--- src/rtl/bpb_update_ctrl_if.sv ---
// Commit-side and BPB-update-side signals of the BPB update controller.
// The controller takes the slave view; the commit stage/BPB side takes the master view.
interface bpb_update_ctrl_if #(
  parameter int IDX_W = 10
);
  logic             commit0_valid;
  logic [IDX_W-1:0] commit0_index;
  logic             commit0_taken;
  logic             commit1_valid;
  logic [IDX_W-1:0] commit1_index;
  logic             commit1_taken;
  logic             commit_ready;
  logic             clear_req;
  logic             update_valid;
  logic [IDX_W-1:0] index_write;
  logic             update_value;
  logic             clear_busy;
  logic             clear_done;

  modport master (
    output commit0_valid, commit0_index, commit0_taken,
    output commit1_valid, commit1_index, commit1_taken,
    output clear_req,
    input  commit_ready, update_valid, index_write, update_value,
    input  clear_busy, clear_done
  );

  modport slave (
    input  commit0_valid, commit0_index, commit0_taken,
    input  commit1_valid, commit1_index, commit1_taken,
    input  clear_req,
    output commit_ready, update_valid, index_write, update_value,
    output clear_busy, clear_done
  );
endinterface

--- src/rtl/bpb_update_ctrl.sv ---
// Serialises two commit slots onto the single BPB write port through a small FIFO,
// and runs a two-pass table sweep (drain, clear, done) on request.
module bpb_update_ctrl #(
  parameter int FIFO_DEPTH = 4,
  parameter int IDX_W      = 10
) (
  input  logic               clk,
  input  logic               reset,
  bpb_update_ctrl_if.slave   bus
);

  localparam int PTR_W = $clog2(FIFO_DEPTH);
  localparam int CNT_W = PTR_W + 1;

  typedef enum logic [1:0] {
    IDLE  = 2'd0,
    DRAIN = 2'd1,
    CLEAR = 2'd2,
    DONE  = 2'd3
  } state_e;

  typedef struct packed {
    logic [IDX_W-1:0] idx;
    logic             taken;
  } entry_t;

  state_e           state_q, state_d;
  entry_t           mem_q [FIFO_DEPTH];
  entry_t           mem_d [FIFO_DEPTH];
  logic [PTR_W-1:0] wr_ptr_q, wr_ptr_d;
  logic [PTR_W-1:0] rd_ptr_q, rd_ptr_d;
  logic [CNT_W-1:0] cnt_q, cnt_d;
  logic [IDX_W-1:0] sweep_q, sweep_d;
  logic             pass_q, pass_d;
  logic             update_valid_q, update_valid_d;
  logic [IDX_W-1:0] index_write_q, index_write_d;
  logic             update_value_q, update_value_d;
  logic             commit_ready_q, commit_ready_d;
  logic             clear_busy_q, clear_busy_d;
  logic             clear_done_q, clear_done_d;

  logic             push0, push1, pop;
  logic [CNT_W-1:0] remain;
  entry_t           e0, e1, head;

  always_comb begin
    state_d        = state_q;
    mem_d          = mem_q;
    wr_ptr_d       = wr_ptr_q;
    sweep_d        = sweep_q;
    pass_d         = pass_q;
    update_valid_d = 1'b0;
    index_write_d  = '0;
    update_value_d = 1'b0;

    push0 = commit_ready_q & bus.commit0_valid;
    push1 = commit_ready_q & bus.commit1_valid;
    pop   = update_valid_q & ((state_q == IDLE) || (state_q == DRAIN));
    e0    = '{idx: bus.commit0_index, taken: bus.commit0_taken};
    e1    = '{idx: bus.commit1_index, taken: bus.commit1_taken};

    if (push0) begin
      mem_d[wr_ptr_d] = e0;
      wr_ptr_d        = wr_ptr_d + PTR_W'(1);
    end
    if (push1) begin
      mem_d[wr_ptr_d] = e1;
      wr_ptr_d        = wr_ptr_d + PTR_W'(1);
    end
    rd_ptr_d = rd_ptr_q + PTR_W'(pop);
    cnt_d    = cnt_q + CNT_W'(push0) + CNT_W'(push1) - CNT_W'(pop);
    remain   = cnt_q - CNT_W'(pop);

    // Outputs are registered, so the next head may be an entry being pushed this cycle.
    if (remain != '0) head = mem_q[rd_ptr_d];
    else if (push0)   head = e0;
    else              head = e1;

    unique case (state_q)
      IDLE:  if (bus.clear_req) state_d = DRAIN;
      DRAIN: if (cnt_q == '0)   state_d = CLEAR;
      CLEAR: begin
        sweep_d = sweep_q + IDX_W'(1);
        if (sweep_q == '1) begin
          pass_d = ~pass_q;
          if (pass_q) state_d = DONE;
        end
      end
      DONE:  state_d = IDLE;
      default: state_d = IDLE;
    endcase

    if (state_d == CLEAR) begin
      update_valid_d = 1'b1;
      index_write_d  = sweep_d;
    end else if (((state_d == IDLE) || (state_d == DRAIN)) && (cnt_d != '0)) begin
      update_valid_d = 1'b1;
      index_write_d  = head.idx;
      update_value_d = head.taken;
    end

    commit_ready_d = (state_d == IDLE) && (cnt_d <= CNT_W'(FIFO_DEPTH - 2));
    clear_busy_d   = (state_d == DRAIN) || (state_d == CLEAR);
    clear_done_d   = (state_d == DONE);
  end

  always_ff @(posedge clk or negedge reset) begin
    if (!reset) begin
      state_q        <= IDLE;
      wr_ptr_q       <= '0;
      rd_ptr_q       <= '0;
      cnt_q          <= '0;
      sweep_q        <= '0;
      pass_q         <= 1'b0;
      update_valid_q <= 1'b0;
      index_write_q  <= '0;
      update_value_q <= 1'b0;
      commit_ready_q <= 1'b0;
      clear_busy_q   <= 1'b0;
      clear_done_q   <= 1'b0;
    end else begin
      state_q        <= state_d;
      wr_ptr_q       <= wr_ptr_d;
      rd_ptr_q       <= rd_ptr_d;
      cnt_q          <= cnt_d;
      sweep_q        <= sweep_d;
      pass_q         <= pass_d;
      update_valid_q <= update_valid_d;
      index_write_q  <= index_write_d;
      update_value_q <= update_value_d;
      commit_ready_q <= commit_ready_d;
      clear_busy_q   <= clear_busy_d;
      clear_done_q   <= clear_done_d;
    end
  end

  // Storage needs no reset: occupancy and pointers define what is valid.
  always_ff @(posedge clk) begin
    mem_q <= mem_d;
  end

  assign bus.update_valid = update_valid_q;
  assign bus.index_write  = index_write_q;
  assign bus.update_value = update_value_q;
  assign bus.commit_ready = commit_ready_q;
  assign bus.clear_busy   = clear_busy_q;
  assign bus.clear_done   = clear_done_q;

endmodule

--- src/flat_wrapper.sv ---
// flat-port wrapper written by rule: the top's interface ports become plain ports
module bpb_update_ctrl_flat 
#(
  parameter int FIFO_DEPTH = 4,
  parameter int IDX_W      = 10
)
  (clk, reset, bus_commit0_valid, bus_commit0_index, bus_commit0_taken, bus_commit1_valid, bus_commit1_index, bus_commit1_taken, bus_clear_req, bus_commit_ready, bus_update_valid, bus_index_write, bus_update_value, bus_clear_busy, bus_clear_done);
  bpb_update_ctrl_if #(.IDX_W(IDX_W)) bus_i ();
  input  logic clk;
  input  logic reset;
  input wire logic [$bits(bus_i.commit0_valid)-1:0] bus_commit0_valid;
  input wire logic [$bits(bus_i.commit0_index)-1:0] bus_commit0_index;
  input wire logic [$bits(bus_i.commit0_taken)-1:0] bus_commit0_taken;
  input wire logic [$bits(bus_i.commit1_valid)-1:0] bus_commit1_valid;
  input wire logic [$bits(bus_i.commit1_index)-1:0] bus_commit1_index;
  input wire logic [$bits(bus_i.commit1_taken)-1:0] bus_commit1_taken;
  input wire logic [$bits(bus_i.clear_req)-1:0] bus_clear_req;
  output wire logic [$bits(bus_i.commit_ready)-1:0] bus_commit_ready;
  output wire logic [$bits(bus_i.update_valid)-1:0] bus_update_valid;
  output wire logic [$bits(bus_i.index_write)-1:0] bus_index_write;
  output wire logic [$bits(bus_i.update_value)-1:0] bus_update_value;
  output wire logic [$bits(bus_i.clear_busy)-1:0] bus_clear_busy;
  output wire logic [$bits(bus_i.clear_done)-1:0] bus_clear_done;
  assign bus_i.commit0_valid = bus_commit0_valid;
  assign bus_i.commit0_index = bus_commit0_index;
  assign bus_i.commit0_taken = bus_commit0_taken;
  assign bus_i.commit1_valid = bus_commit1_valid;
  assign bus_i.commit1_index = bus_commit1_index;
  assign bus_i.commit1_taken = bus_commit1_taken;
  assign bus_i.clear_req = bus_clear_req;
  assign bus_commit_ready = bus_i.commit_ready;
  assign bus_update_valid = bus_i.update_valid;
  assign bus_index_write = bus_i.index_write;
  assign bus_update_value = bus_i.update_value;
  assign bus_clear_busy = bus_i.clear_busy;
  assign bus_clear_done = bus_i.clear_done;
  bpb_update_ctrl #(.FIFO_DEPTH(FIFO_DEPTH), .IDX_W(IDX_W)) u_core (.clk(clk), .reset(reset), .bus(bus_i));
endmodule
--- config.mk ---
export PLATFORM = sky130hd
export DESIGN_NAME = bpb_update_ctrl_flat
export DESIGN_NICKNAME = d
export VERILOG_FILES = /design/src/rtl/bpb_update_ctrl_if.sv /design/src/rtl/bpb_update_ctrl.sv /design/src/flat_wrapper.sv
export SDC_FILE = /design/constraint.sdc
export NUM_CORES = 1
export LEC_CHECK = 0
export ABC_CLOCK_PERIOD_IN_PS = 2650
export BUFFER_PORTS_ARGS = -buffer_cell sky130_fd_sc_hd__buf_2
export CORE_MARGIN = 10
export CORE_UTILIZATION = 53
export CTS_CLUSTER_SIZE = 16
export DETAILED_ROUTE_END_ITERATION = 8
export PLACE_DENSITY = 0.75
export SYNTH_ARGS = -nofsm -noshare
export SYNTH_HDL_FRONTEND = slang
export SYNTH_SLANG_ARGS = --single-unit
--- constraint.sdc ---
create_clock -name clk -period 2.65 [get_ports clk]
set_clock_uncertainty 0.05 [all_clocks]
set_input_delay 0.3975 -clock clk [delete_from_list [all_inputs] [get_ports clk]]
set_output_delay 0.3975 -clock clk [all_outputs]
set_load 0.02 [all_outputs]
==> results.cfg <==
[logic_synthesis]
synth-seq-cells = 79
syn_area_um2 = 3970
syn_nets = 417
ys_warn_count = 0
synthXorXnorAreaFrac = 0.0369
synth.mux.area_fraction = 0.232
synth-simple-area-share = 0.102
synth_compound_area_frac = 0.0883
netlist-cell-type-count = 37
syn_avg_cell_area_um2 = 10.7
syn-instance-count = 372
synth_top_family_by_area = multiplexers
synth_fa_ha_area_frac = 0.0605
seq_area_frac_synth = 0.443

[die]
io_pins = 42
num_rows = 31
initial_core_util = 0.547
die_area_um2 = 11300
die_w_um = 107
die_h_um = 107
core_area_um2 = 7250

[placed_design]
dp_slack_ns = -0.125
dp_cells = 511
dp.final_hpwl_um = 6570
place.gp.congestion = 0.793
numPortBuffers = 41

[cts]
cts_root_buf = clkbuf_8
clkTransAtPathRegs_ns = 0.09
cts_tree = done
htreeDepth = 3
cts_buffers = 9
postCtsHoldBufs = 0
clkLatencyLatePin_ns = 0.35
cts_buffer_depth = 2
cts.sinks = 79

[routing]
wirelength_um = 9060
vias_per_cell = 5.43
dr.pass1.iters = 4
drc = 0
postRouteAntennaNets = 0
drt_iter0_markers = 116
vias = 2869
wl_per_cell_um = 17.2

[worst_setup_path]
required_ns = 2.83
rrSetupSlack_ns = 0.06
crit_path_start_kind = register
r2r_cells = 8
reg2reg_to = u_core.bus.index_write[8]
crit_family = adder cells
r2r-start = u_core.state_q[1]
crit_chain = nor2b_4 > ha_4 > fa_2 > inv_2 > fa_2 > o32a_1 > nor2b_1 > a32o_1
arrival_ns = 2.77
crit_fanout = 3
crit_start = u_core.state_q[1]
cpPeakStageDelay_ns = 0.45
path_class = reg -> reg
crit_path_end_kind = register
crit_buf_inv = 1
cp_slowest_cell = fa_2
crit_path_frequent_cell = fa_2

[timing]
finalMaxSlewViolations = 0
finalSetupViolCount = 0
relSlewSlack = 0.489
clock.fmax_ghz = 0.387
timing.final.crit_period_ns = 2.59
hold_viol = 0
worstMarginPinSlew_ns = 0.767
fin_crit_sh = 0.976
postLayoutSetupSlackWorst_ns = 0.0647

[final_layout]
drive_gt1_frac = 0.252
n_antenna_cell = 0
fill_cells = 596
nets = 469
stdcell_count = 528
layout_common_cells = mux2i_1, nand2_1, dfxtp_1, buf_2, o21ai_0
area_growth_pct = 16.2
final_common_cell = mux2i_1

[min_path]
hold_class = in -> async

[global_route]
grtUsageTotal = 0.165
grt_pass1_vias = 3032
grt_max_degree = 36
gr-usage-met3 = 0.0429
antenna_found_initial = 0
grt_overflow_total = 0
gr-usage-met1 = 0.203
busiest_layer = met2
grt_first_pass_wirelength_um = 15200
gr-usage-met2 = 0.279

[pwr]
p_leak_uw = 0.00228
ir_drop_mv = 0.508
finalPower_uw = 6070
power_density_nw_per_um2 = 1320

[run_status]
status = finished clean

[job]
cap_violations = 0
## routing by layer
layer | wire, µm | up-vias
met5 | 0 | -
met2 | 4430 | 47
met4 | 116 | 0
met3 | 368 | 12
li1 | - | 1409
met1 | 4140 | 1401
## worst max-delay path by stage
| stage | to | slack [ns] | depth (start not counted) |
|---|---|---|---|
| 2_1_floorplan | u_core.bus.index_write[8] | -0.07 | 11 |
| 3_3_place_gp | u_core.bus.index_write[0] | -0.001 | 9 |
| 3_5_place_dp | u_core.bus.index_write[1] | -0.13 | 9 |
| 4_1_cts | u_core.bus.index_write[8] | 0.01 | 9 |
| 5_1_grt | u_core.bus.index_write[8] | -0.007 | 8 |
| 6_report | u_core.bus.index_write[8] | 0.06 | 8 |
## timing repair
| item | CTS | global route |
|---|---|---|
| pin swaps | 0 | 2 |
| buffers inserted | 0 | 1 |
| setup endpoints to repair | 11 | 6 |
| resized for setup | 2 | 2 |
| endpoints found under the hold margin | 0 | 0 |
## synthesized netlist by cell type, drive strengths merged
| library cell | number | area share |
|---|---|---|
| dfrtp | 35 | 0.22 |
| dfxtp | 44 | 0.22 |
| xnor2 | 6 | 0.013 |
| nor3 | 5 | 0.0063 |
| nor4 | 1 | 0.0032 |
| fa | 2 | 0.010 |
| nor2b | 4 | 0.0063 |
| o21ai | 47 | 0.059 |
| nand4 | 3 | 0.0047 |
| or4b | 1 | 0.0025 |
| ha | 16 | 0.050 |
| mux2i | 56 | 0.14 |
| or3 | 1 | 0.0016 |
| mux2 | 12 | 0.034 |
| buf | 11 | 0.017 |
| nand2b | 2 | 0.0032 |
| xnor3 | 1 | 0.0060 |
| nor2 | 7 | 0.0066 |
| mux4 | 10 | 0.057 |
| nand2 | 51 | 0.048 |
| o2bb2ai | 7 | 0.015 |
| a211oi | 2 | 0.0038 |
| nand3 | 6 | 0.0076 |
| xor2 | 8 | 0.018 |
| clkbuf | 9 | 0.0085 |
| inv | 13 | 0.012 |
| a2bb2oi | 1 | 0.0022 |
| a32o | 1 | 0.0025 |
| or2 | 2 | 0.0032 |
| and3 | 4 | 0.0063 |
| a21oi | 2 | 0.0025 |
| nand4b | 1 | 0.0022 |
| o32a | 1 | 0.0025 |
## worst reg2reg max path, delay by kind of cell, from the launching register on
| family | cells | cell delay, ns |
|---|---|---|
| AOI/OAI and AO/OA | 2 | 0.63 |
| adders and majority gates | 3 | 1.01 |
| buffers and inverters | 1 | 0.07 |
| DFF | 1 | 0.42 |
| and+or+nand+nor | 2 | 0.30 |
## sequential cells by signal, summed over array words and instances (netlist names)
name	count
u_core.bus.index_write	10
u_core.bus.commit_ready	1
u_core.wr_ptr_q	2
u_core.bus.update_valid	1
u_core.cnt_q	3
u_core.mem_q	44
u_core.bus.clear_done	1
u_core.state_q	2
u_core.sweep_q	10
u_core.bus.update_value	1
u_core.pass_q	1
u_core.bus.clear_busy	1
u_core.rd_ptr_q	2
## metrics by stage
step / util / hold slack, ns / TNS [ns] / cell area, µm²
finish: 0.636 / 0.0462 / 0 / 4610
global route: 0.636 / 0.0965 / -0.00666 / 4610
CTS: 0.634 / 0.0822 / 0 / 4600
detailed placement: 0.604 / 0.414 / -1.06 / 4380
global placement: 0.604 / 0.410 / -0.00225 / 4380
floorplan: - / 0.0519 / -0.0685 / 4010
## kinds of logic after synthesis
family / count (synthesis)
AO/OA/AOI/OAI: 61
XOR/XNOR: 15
adder cells (fa/ha/maj): 18
buffers and inverters: 33
flip-flops: 79
multiplexers: 78
AND/OR/NAND/NOR: 88
## power by group
group | leakage, µW | total, µW | switching (µW) | internal, µW
Clock | 0.000106 | 923 | 440 | 483
Sequential | 0.000815 | 2000 | 267 | 1740
Combinational | 0.00136 | 3140 | 1590 | 1550
## final cells by class
class | instances | area (µm²) | share of cell area
clock buffer | 13 | 191 | 0.0415
clock inverter | 3 | 21.3 | 0.00461
inverter | 13 | 48.8 | 0.0106
multi-input combinational | 260 | 2100 | 0.455
sequential | 79 | 1760 | 0.381
tap | 99 | 124 | 0.0269
timing repair buffer | 61 | 368 | 0.0798
Power figures use the tool's default switching activity.
